==> src/rtl/irq_controller.sv <==
// ---------------------------------------------------------------------------
// irq_controller
//
// Collects one-cycle interrupt pulses from the peripherals into sticky pending
// bits. It gates them with a software-writable mask and picks the
// highest-index enabled source. It then runs a request / acknowledge /
// end-of-interrupt handshake with the CPU control unit. Nesting is not
// supported: while a source is in service, new pulses only accumulate in
// pending.
//
// Parameters:
//   WIDTH      number of interrupt sources (WIDTH-1 = timer, highest priority)
//   MASK_INIT  mask value loaded on reset (1 = enabled)
//   VW         vector width, derived from WIDTH
//
// Ports:
//   clk         rising-edge clock
//   reset       asynchronous active-high reset
//   src         per-source one-cycle interrupt pulses
//   mask_we     mask write enable
//   mask_in     new mask value
//   ack         CPU accepts the current request
//   eoi         CPU finished the interrupt service routine
//   irq         registered interrupt request to the CPU
//   vector      registered index of the requested / in-service source
//   pending     sticky pending bits
//   mask        current mask
//   overrun     sticky flag: a pulse arrived while that source was pending
//   in_service  high while a source is being serviced
// ---------------------------------------------------------------------------
module irq_controller #(
  parameter  int               WIDTH     = 8,
  parameter  logic [WIDTH-1:0] MASK_INIT = 8'hFF,
  localparam int               VW        = $clog2(WIDTH)
) (
  input  logic             clk,
  input  logic             reset,
  input  logic [WIDTH-1:0] src,
  input  logic             mask_we,
  input  logic [WIDTH-1:0] mask_in,
  input  logic             ack,
  input  logic             eoi,
  output logic             irq,
  output logic [VW-1:0]    vector,
  output logic [WIDTH-1:0] pending,
  output logic [WIDTH-1:0] mask,
  output logic [WIDTH-1:0] overrun,
  output logic             in_service
);

  typedef enum logic [1:0] {
    IDLE    = 2'd0,
    REQ     = 2'd1,
    SERVICE = 2'd2
  } state_t;

  state_t           state;
  logic [WIDTH-1:0] req;
  logic [VW-1:0]    sel;
  logic             ack_fire;
  logic [WIDTH-1:0] clr;
  logic [WIDTH-1:0] mask_next;

  // Priority pick and per-cycle clear vector. The ascending scan lets the
  // highest enabled index overwrite lower ones. The clear only happens on an
  // accepted ack, and it targets the latched vector rather than the current
  // pick.
  always_comb begin
    req = pending & mask;
    sel = '0;
    for (int i = 0; i < WIDTH; i++) begin
      if (req[i]) sel = VW'(i);
    end
    ack_fire  = (state == REQ) && ack;
    clr       = ack_fire ? ({{(WIDTH-1){1'b0}}, 1'b1} << vector) : '0;
    mask_next = mask_we ? mask_in : mask;
  end

  // Pending/overrun bookkeeping and the handshake FSM. A new pulse always
  // wins over a clear, so a pulse coinciding with its own ack re-arms the
  // source. An overrun is only flagged when the old pending bit survives
  // this cycle. The drop check in REQ uses the mask value being written
  // this cycle, so disabling the source and dropping the request happen on
  // the same edge.
  always_ff @(posedge clk or posedge reset) begin
    if (reset) begin
      state      <= IDLE;
      pending    <= '0;
      overrun    <= '0;
      mask       <= MASK_INIT;
      irq        <= 1'b0;
      vector     <= '0;
      in_service <= 1'b0;
    end else begin
      pending <= (pending & ~clr) | src;
      overrun <= (overrun & ~clr) | (src & pending & ~clr);
      mask    <= mask_next;
      case (state)
        IDLE: begin
          if (|req) begin
            state  <= REQ;
            irq    <= 1'b1;
            vector <= sel;
          end
        end
        REQ: begin
          if (ack) begin
            state      <= SERVICE;
            irq        <= 1'b0;
            in_service <= 1'b1;
          end else if (!mask_next[vector]) begin
            state <= IDLE;
            irq   <= 1'b0;
          end
        end
        SERVICE: begin
          if (eoi) begin
            state      <= IDLE;
            in_service <= 1'b0;
          end
        end
        default: begin
          state      <= IDLE;
          irq        <= 1'b0;
          in_service <= 1'b0;
        end
      endcase
    end
  end

endmodule
==> config.mk <==
export PLATFORM = sky130hd
export DESIGN_NAME = irq_controller
export DESIGN_NICKNAME = d
export VERILOG_FILES = /design/src/rtl/irq_controller.sv
export SDC_FILE = /design/constraint.sdc
export NUM_CORES = 1
export LEC_CHECK = 0
export ABC_AREA = 1
export CAP_MARGIN = 10
export CORE_MARGIN = 5
export CORE_UTILIZATION = 44
export DETAILED_ROUTE_END_ITERATION = 16
export MAX_ROUTING_LAYER = met4
export PLACE_DENSITY = 0.78
export SETUP_SLACK_MARGIN = 0.05
export SLEW_MARGIN = 20
export SYNTH_ARGS = -nofsm -noshare
export SYNTH_HDL_FRONTEND = slang
export SYNTH_SLANG_ARGS = --single-unit
==> constraint.sdc <==
create_clock -name clk -period 1.5 [get_ports clk]
set_input_delay 0.3 -clock clk [delete_from_list [all_inputs] [get_ports clk]]
set_output_delay 0.3 -clock clk [all_outputs]
set_load 0.01 [all_outputs]
* Word-level counts from Yosys, hierarchy flattened *
Index checks and enable logic that the tools add are counted.

word-level totals
  register bits = 31
  output and inout bits = 29

cells by class
  order comparisons = 1
  eq/ne operators = 6
  shift-type cells = 1
  mux-type cells = 23
  bitwise gates (word level) = 10
  reductions and logical operators = 7

operator list
  kind                   count
  $and A8 B8 Y8          5
  $mux W3                6
  $mux W8                2
  $or A8 B8 Y8           2
  $reduce_and A3 Y1      3
  $mux W2                4
  $not A8 Y8             1
  $reduce_or A8 Y1       1
  $shl A1 B3 Y8 const A  1
  $mux W1                7
  $ne A2 B2 Y1 const B   3
  $pmux W1 S3            2
  $pmux W2 S3            1
  $lt A3 B4 Y1 const B   1
  $bmux W1 S3            1
  $ne A3 B3 Y1 const B   1
  $eq A2 B1 Y1 const B   1
  $eq A2 B2 Y1 const B   1
  $logic_not A2 Y1       1
  $not A1 Y1             2
  $reduce_and A2 Y1      1
  $logic_and A1 B1 Y1    1

* Logic depth before layout (Yosys ltp) *
Gate-level depths: netlist of run 1.

  depth after elaboration = 8
  mapped depth = 12
  gate-level depth less buffers = 11

* Least setup slack after synthesis of run 1 *
No wires, ideal clock.

  kind = reg-to-reg
  start point = reg mask[3]
  end point = reg vector[0]
  data arrival time = 1.108 ns
  setup slack = 0.265 ns
  stages on the path, launching flop included = 8
  path buffers = 0
  period minus slack after synthesis = 1.235 ns
  path through = dfstp_2 inv_1 o21ai_1 nor2_1 nand2_1 nand2_1 nand2_1 o21ai_1

on the way
  longest elaborated chain between the ends = 6
  elaborated cells between the ends (all ways) = 8
  those cells by class = mux (5); bitwise (1); reduce/logical (2)

ends and longest elaborated chain
  element                 RTL line  source
  start, declared         46        output logic [WIDTH-1:0] mask,
  start signal, assigned  97        mask <= mask_next;
  $and A8 B8 Y8 *         69        req = pending & mask;
  $mux W3 (5 in series)   72        if (req[i]) sel = VW'(i);
  end signal, assigned    103       vector <= sel;
  end, declared           44        output logic [VW-1:0] vector,

Mark *: on every way between the ends. The rest lies on a longest branch, timed or not.
A chain may end at the register's enable or synchronous reset.

* Worst setup path in the final report of run 1 *
  start point = reg mask[4]
  end point = out mask[4]

No word-level cell between the ends.

==> flow_summary.ini, run 1 <==
[run_status]
status = complete, no violations

[grt]
grt_max_degree = 32
first_global_vias = 1238
antenna_found_initial = 0
grt_overflow_total = 0
track_usage = 0.1791
grt_pass1_wl_um = 5637

[clock_network]
htreeDepth = 2
path_clk_slew_ns = 0.09
numCtsBuffers = 5
clkLatencyLatePin_ns = 0.33
clockBufferDepth = 2
holdBufCountCts = 0
cts_root_buffer = clkbuf_4
clock_sinks = 31
cts_tree = done

[placement]
dp_hpwl_um = 2708
port_buffers = 49
dp_cells = 278
globalplace.congestion = 0.8513

[floorplanning]
die_h_um = 67.31
core-area_um2 = 3103
die_area_um2 = 4531
ioPinCount = 50
die_w_um = 67.31
start_util = 0.4657
rows = 20

[synthesis]
synth_common_cells = nand2_1 (48), inv_1 (26), nor2_1 (24), dfrtp_1 (23), a21oi_1 (11)
synth_most_common_cell = nand2_1
ys_warn_count = 0
synth_area_leaders = dfrtp_1 (40%), dfstp_2 (15%), nand2_1 (12%)
avgSynthCellArea_um2 = 8.165
synth_nets = 198
synthFlopType = dfrtp_1
synth_cell_types = 22
ys_seq_area_frac = 0.5437
synth_top_area_frac = 0.3983
synthCells = 177
async_reset_ff_frac = 1.000
syn-cell-area_um2 = 1445
synth.largest_area_cell = dfrtp_1
ys_seq_elements = 31
synth_edf_count = 0

[critical_path]
r2r_cells = 7
end_kind = output pin
cpLargestDelayFamily = flip-flops
crit_chain = clkdlybuf4s15_1
startpoint_type = register
crit_buf_inv = 1
slowest_stage = dfstp_2
critPathMaxFanout = 3
slowest_delay_ns = 0.54
worstSetupPathType = register to output pin
path_depth = 1
cp.arrival_ns = 1.10
critical_path_required_ns = 1.20

[power]
powerDensity_nw_per_um2 = 1294
vdd_drop_max_uv = 777.5
cellLeakagePower_nw = 1.041

[worst_hold_path]
min_path_type = input pin to asynchronous set/reset pin

[timing]
rsz0062_at_grt = false
slew-limit-headroom = 0.8288
setup-violations-final = 0
fin_crit_sh = 0.9347
final_hold_viol_count = 0
slew_violations = 0
post-route-min-period_ns = 1.402
skew_ns = 0.008755
fmax_mhz = 713.3
fin_setup_tns_ns = 0
tightest_slew_ns = 0.2542

[cells_and_area]
drive_above_1_share = 0.2033
area_delta_synth_final_pct = 45.71
final_cells = 290
final_util = 0.6786
final_net_count = 266
diodes = 0

[detailed_routing]
drt.antenna.violating_nets = 0
drt_iter0_markers = 26
drt_first_pass_iters = 4
drc = 0
wl_per_cell_um = 11.99
wl_um = 3477
vias_per_cell = 4.607
vias = 1336

[run]
drv_cap = 0
==> timing repair <==
action	in CTS	in global routing
pin swaps	0	0
endpoints found under the setup margin	29	12
resized for setup	41	10
setup buffers	2	2
==> flip-flops by register name, indices dropped and copies added, names as in the netlist <==
register and flops:
vector 3, overrun 8, state 2, mask 8, irq 1, in_service 1
pending 8
==> power by group <==
| part | internal, mW | leakage, nW | switching, mW |
|---|---|---|---|
| registers | 1.04 | 0.309 | 0.154 |
| clock network | 0.186 | 0.0265 | 0.255 |
| logic | 0.477 | 0.705 | 0.611 |
| total | 1.70 | 1.04 | 1.02 |
==> layout make-up <==
type	instances	area [µm²]
repair buffers	62	555.5
multi-input cells	116	544.3
inverters	29	113.9
fillers	303	997.2
flip-flops and latches	31	788.3
well taps	44	55.05
clock buffers	8	48.80
==> metal layers <==
layer | part of all wire | GRT usage
met2 | 0.46 | 0.2663
met4 | 0.018 | 0.07595
met3 | 0.070 | 0.06323
met1 | 0.45 | 0.2207
met5 | 0 | -
==> metrics by stage <==
step           power [mW]  hold slack (ns)  instance area [µm²]  setup slack [ns]
2_1_floorplan       1.806           0.3976                 1445            0.2647
3_3_place_gp        2.355           0.4856                 2059           -0.1501
3_5_place_dp        2.367           0.4888                 2059           -0.1916
4_1_cts             2.738           0.2939                 2102           0.05031
5_1_grt             2.955           0.3205                 2106           0.04919
6_report            2.724           0.3004                 2106           0.09797
==> cells in the final DEF (no fill, tap or decap), types with 4 or more instances in the layout <==
cell type / n
dfstp_2: 8
dfrtp_1: 21
nand2_1: 47
o21ai_1: 4
o21bai_1: 7
a21oi_1: 10
clkbuf_4: 5
nor2_1: 24
clkbuf_2: 4
clkdlybuf4s50_1: 20
nand2_2: 6
buf_4: 11
inv_1: 26
dlygate4sd2_1: 21
==> path summary, 6_finish.rpt <==
kind / slack, ns / startpoint / endpoint
max: 0.1 / mask[4]$_DFF_PP1_ / mask[4]
min: 0.30 / reset / in_service$_DFFE_PP0P_
max reg2reg: 0.21 / mask[2]$_DFF_PP1_ / vector[0]$_DFFE_PP0P_
min reg2reg: 0.51 / overrun[1]$_DFF_PP0_ / overrun[1]$_DFF_PP0_
max in group asynchronous: 0.95 / reset / mask[4]$_DFF_PP1_
min in group clk: 0.51 / overrun[1]$_DFF_PP0_ / overrun[1]$_DFF_PP0_
==> logic make-up (layout without fill, tap and decap cells) <==
| kind of cell | after synthesis | in the layout | synth area share |
|---|---|---|---|
| and+or+nand+nor | 87 | 87 | 0.2537 |
| DFF | 31 | 31 | 0.5437 |
| buffers and inverters | 30 | 99 | 0.08658 |
| AOI/OAI and AO/OA | 29 | 29 | 0.1160 |
(Power assumes the default switching activity.)
==> run 2: changes to the inputs <==
--- a/config.mk
+++ b/config.mk
@@ -12,6 +12,7 @@
 export DETAILED_ROUTE_END_ITERATION = 16
 export MAX_ROUTING_LAYER = met4
 export PLACE_DENSITY = 0.78
+export RECOVER_POWER = 25
 export SETUP_SLACK_MARGIN = 0.05
 export SLEW_MARGIN = 20
 export SYNTH_ARGS = -nofsm -noshare
==> run 2 against run 1 <==
Effect of this change:
- clock power hardly changed
- critical endpoint unchanged
- largest power group unchanged
- sequential share of layout area grew 0.27 points
- critical path type unchanged
- clock skew about the same
- setup slack gained 0.0035 ns
- global-route usage stayed put
- power decreased by 0.27%
- critical path depth unchanged
==> flow_summary.ini, run 2 (same netlist as run 1, synthesis figures left out) <==
[critical_path]
crit_buf_inv = 1
critPathMaxFanout = 3
crit_chain = clkdlybuf4s15_1
worstSetupPathType = register to output pin
cpLargestDelayFamily = flip-flops
startpoint_type = register
r2r-end = vector[0]$_DFFE_PP0P_
end_kind = output pin
r2r_cells = 7
slowest_delay_ns = 0.54
slowest_stage = dfstp_2
r2r-start = mask[2]$_DFF_PP1_
cp.arrival_ns = 1.10
rrSetupSlack_ns = 0.21
critical_path_required_ns = 1.20

[cells_and_area]
regArea_um2 = 788.3
diodes = 0
drive_above_1_share = 0.2033
fin_area_um2 = 2091
multi_input_area_um2 = 544.3
n_fill_cell = 305
final_cells = 290
final_util = 0.6738
area_delta_synth_final_pct = 44.68
most-common-layout-cells = nand2_1 (47), inv_1 (26), nor2_1 (24)
final_common_cell = nand2_1
top_regs = mask: 8 flops, overrun: 8 flops, pending: 8 flops
final_net_count = 266

[timing]
fin_crit_sh = 0.9323
post-route-min-period_ns = 1.398
slew-limit-headroom = 0.5148
final_hold_viol_count = 0
skew_ns = 0.009104
fmax_mhz = 715.1
slew_violations = 0
rsz0062_at_grt = false
setup-violations-final = 0
tightest_slew_ns = 0.7278
fin_setup_tns_ns = 0

[clock_network]
htreeDepth = 2
numCtsBuffers = 5
clock_sinks = 31
path_clk_slew_ns = 0.09
clkLatencyLatePin_ns = 0.33
cts_tree = done
cts_root_buffer = clkbuf_4
holdBufCountCts = 0
clockBufferDepth = 2

[detailed_routing]
wl_per_cell_um = 11.95
vias_per_cell = 4.603
drt_first_pass_iters = 4
drc = 0
wl_um = 3466
drt_iter0_markers = 27
drt.antenna.violating_nets = 0
vias = 1335

[placement]
dp_cells = 278
globalplace.congestion = 0.8513
dp_hpwl_um = 2708
port_buffers = 49
placed_area_um2 = 2059

[grt]
first_global_vias = 1238
track_usage = 0.1791
grt_overflow_total = 0
antenna_found_initial = 0
grt_max_degree = 32
grt_pass1_wl_um = 5637

[floorplanning]
die_h_um = 67.31
die_area_um2 = 4531
core-area_um2 = 3103
start_util = 0.4657
ioPinCount = 50
die_w_um = 67.31
rows = 20

[power]
cellLeakagePower_nw = 1.036
powerDensity_nw_per_um2 = 1299
vdd_drop_max_uv = 779.0

[worst_hold_path]
hold_path_startpoint = overrun[1]$_DFF_PP0_
min_path_type = register to register
hold_path_end = overrun[1]$_DFF_PP0_
min_path_cells = 2

[run_status]
status = complete, no violations

[run]
drv_cap = 0
## run 2: cell count changes in the layout (fill, tap and decap cells not counted), sizes merged
| cell | change |
|---|---|
| clkbuf | +1 |
| buf | -1 |
| dlygate4sd3 | +1 |
| clkdlybuf4s50 | -1 |
## run 2: layer usage
metal | share of wire | up-vias | track usage
met5 | 0 | - | -
met4 | 0.018 | 0 | 0.07595
met3 | 0.076 | 6 | 0.06323
met2 | 0.45 | 39 | 0.2663
met1 | 0.46 | 600 | 0.2207
li1 | - | 690 | -
## run 2: where the power goes
part,total (mW),leakage (nW),internal [mW],switching [mW]
logic,1.08,0.700,0.472,0.610
registers,1.20,0.309,1.04,0.155
clock network,0.440,0.0265,0.186,0.254
total,2.72,1.04,1.70,1.02
## run 2: how the worst max path moves through the flow
stage,from,to,slack [ns],cells after the start
after global routing,mask_we,irq$_DFFE_PP0P_,0.05,13
after detailed placement,mask_we,irq$_DFFE_PP0P_,-0.19,13
final,mask[4]$_DFF_PP1_,mask[4],0.10,1
after floorplan,mask[3]$_DFF_PP1_,vector[0]$_DFFE_PP0P_,0.26,7
after global placement,mask_we,irq$_DFFE_PP0P_,-0.15,11
after CTS,mask[6]$_DFF_PP1_,mask[6],0.05,1
## run 2: layout make-up
type	instances	area share
clock buffer	8	0.02334
inverter	29	0.05446
multi-input combinational	116	0.2603
sequential	31	0.3770
tap	44	0.02633
timing repair buffer	62	0.2585
## run 2: stage by stage
stage | worst slack [ns] | total power, mW | hold slack [ns]
2_1_floorplan | 0.2647 | 1.806 | 0.3976
3_3_place_gp | -0.1501 | 2.355 | 0.4856
3_5_place_dp | -0.1916 | 2.367 | 0.4888
4_1_cts | 0.05031 | 2.738 | 0.2939
5_1_grt | 0.04919 | 2.949 | 0.5362
6_report | 0.1015 | 2.717 | 0.5055
## run 2: repair_timing
item | CTS | global route
endpoints found under the setup margin | 29 | 12
setup buffers | 2 | 2
gates resized for setup | 41 | 10
==> run 3: changes to the inputs <==
--- a/config.mk
+++ b/config.mk
@@ -8,10 +8,11 @@
 export ABC_AREA = 1
 export CAP_MARGIN = 10
 export CORE_MARGIN = 5
-export CORE_UTILIZATION = 44
+export CORE_UTILIZATION = 57
 export DETAILED_ROUTE_END_ITERATION = 16
+export DONT_BUFFER_PORTS = 1
 export MAX_ROUTING_LAYER = met4
-export PLACE_DENSITY = 0.78
+export PLACE_DENSITY = 0.72
 export RECOVER_POWER = 25
 export SETUP_SLACK_MARGIN = 0.05
 export SLEW_MARGIN = 20
==> constraint.sdc (replaced) <==
create_clock -name clk -period 1.8 [get_ports clk]
set_input_delay 0.36 -clock clk [delete_from_list [all_inputs] [get_ports clk]]
set_output_delay 0.36 -clock clk [all_outputs]
set_load 0.01 [all_outputs]
==> run 3 against run 2 <==
Effect of this change:
- via count fell by 15%
- clock skew fell by 0.00083 ns
- register-to-register slack improved by 0.097 ns
- design area fell by 26%
- final cell count fell by 26%
- flip-flop and latch count did not move
- core utilization fell by 4.0 points
- setup slack improved by 0.21 ns
- global-route usage rose by 3.7 points
- critical endpoint is now vector[0]$_DFFE_PP0P_
==> flow_summary.ini, run 3 (same netlist as run 1, synthesis figures left out) <==
[timing]
whs_ns = 0.1239
fin_crit_sh = 0.8294
fin_setup_tns_ns = 0
tightest_slew_ns = 0.7688
post-route-min-period_ns = 1.493
fin_ws_ns = 0.3070
skew_ns = 0.008273
final_hold_viol_count = 0
fmax_mhz = 669.8
setup-violations-final = 0
slew-limit-headroom = 0.4875
slew_violations = 0
rsz0062_at_grt = false

[critical_path]
worstSetupPathType = register to register
crit_buf_inv = 1
slowest_stage = dfstp_1
end_kind = register
cp.arrival_ns = 1.71
crit_chain = inv_1 -> o21ai_1 -> nor2_1 -> nand2_1 -> nand2_1 -> nand2_1 -> o21ai_1
critical_path_required_ns = 2.01
cpMostUsedCell = nand2_1
cpLargestDelayFamily = flip-flops
slowest_delay_ns = 0.63
startpoint_type = register
critPathMaxFanout = 8

[cells_and_area]
final_net_count = 206
final_common_cell = nand2_1
final_cells = 216
area_delta_synth_final_pct = 7.619
most-common-layout-cells = nand2_1 (48), inv_1 (26), nor2_1 (24)
drive_above_1_share = 0.1183
final_util = 0.6335
diodes = 0
top_regs = mask: 8 flops, overrun: 8 flops, pending: 8 flops
fin_area_um2 = 1555

[floorplanning]
die_area_um2 = 3642
start_util = 0.5887
rows = 18
core-area_um2 = 2455
ioPinCount = 50
die_w_um = 60.35
die_h_um = 60.35

[clock_network]
cts_tree = done
clock_sinks = 31
clockBufferDepth = 2
clkLatencyLatePin_ns = 0.33
htreeDepth = 2
path_clk_slew_ns = 0.10
cts_root_buffer = clkbuf_4
numCtsBuffers = 5
post_cts_resize_count = 0

[power]
cellLeakagePower_nw = 0.8119
powerDensity_nw_per_um2 = 1360
power_mw = 2.116
vdd_drop_max_uv = 1074

[detailed_routing]
wl_um = 3322
drt.antenna.violating_nets = 0
vias_per_cell = 5.269
drt_first_pass_iters = 4
drc = 0
drt_iter0_markers = 44
wl_per_cell_um = 15.38
vias = 1138

[placement]
placed_area_um2 = 1479
dpl_worst_slack_ns = 0.3926
dp_hpwl_um = 2558
dp_cells = 207
globalplace.congestion = 0.8361
port_buffers = 0

[grt]
first_global_vias = 1140
grt_overflow_total = 0
grt_pass1_wl_um = 5347
track_usage = 0.2157
grt_max_degree = 32
antenna_found_initial = 0

[worst_hold_path]
min_path_type = input pin to register

[run]
drv_cap = 0

[run_status]
status = complete, no violations
run 3: cell count changes in the layout (fill, tap and decap cells not counted), moves of 2 or more:
| cell | previous run | this run |
|---|---|---|
| dlygate4sd2_1 | 21 | 0 |
| dfstp_1 | 0 | 6 |
| clkbuf_8 | 0 | 2 |
| clkdlybuf4s50_1 | 19 | 0 |
| clkbuf_1 | 3 | 1 |
| buf_4 | 11 | 0 |
| dfrtp_2 | 2 | 0 |
| clkdlybuf4s15_2 | 2 | 0 |
| dfstp_2 | 8 | 2 |
| clkbuf_2 | 5 | 1 |
| dfrtp_1 | 21 | 23 |
run 3: cell type report:
| class | count | area, µm² |
|---|---|---|
| clock buffers | 8 | 68.82 |
| fillers | 209 | 899.6 |
| inverters | 29 | 113.9 |
| multi-input cells | 116 | 534.3 |
| flip-flops and latches | 31 | 785.8 |
| well taps | 30 | 37.54 |
| repair buffers | 2 | 15.01 |
run 3: layer usage:
| metal | part of all wire | GRT usage |
|---|---|---|
| met5 | 0 | - |
| met4 | 0.013 | 0.06646 |
| met1 | 0.40 | 0.2493 |
| met3 | 0.099 | 0.08511 |
| met2 | 0.49 | 0.3457 |
run 3: timing repair:
item / in CTS / in global routing
hold buffers: 1 / 0
endpoints found under the hold margin: 23 / 0
setup buffers: 0 / 0
run 3: path summary, 6_finish.rpt:
kind                                   startpoint                    end  slack (ns)  cells after the start
max in group asynchronous                   reset   overrun[6]$_DFF_PP0_        0.64                      3
worst min-delay path                       src[2]   pending[2]$_DFF_PP0_        0.12                      2
worst max-delay path            mask[3]$_DFF_PP1_  vector[0]$_DFFE_PP0P_        0.31                      7
min in group asynchronous                   reset   state[0]$_DFFE_PP0P_        0.67                      3
worst min register to register    irq$_DFFE_PP0P_        irq$_DFFE_PP0P_        0.56                      2
worst max register to register  mask[3]$_DFF_PP1_  vector[0]$_DFFE_PP0P_        0.31                      7
run 3: report_power, final:
group          switching, mW  total, mW  internal (mW)
clock                  0.237      0.467          0.230
sequential             0.233       1.09          0.858
combinational          0.367      0.558          0.191
total                  0.837       2.12           1.28
run 3: worst reg2reg max path, stage by stage, from the launching register on:
cell	delay (ns)
dfstp_1	0.63
inv_1	0.08
o21ai_1	0.20
nor2_1	0.07
nand2_1	0.08
nand2_1	0.16
nand2_1	0.10
o21ai_1	0.06
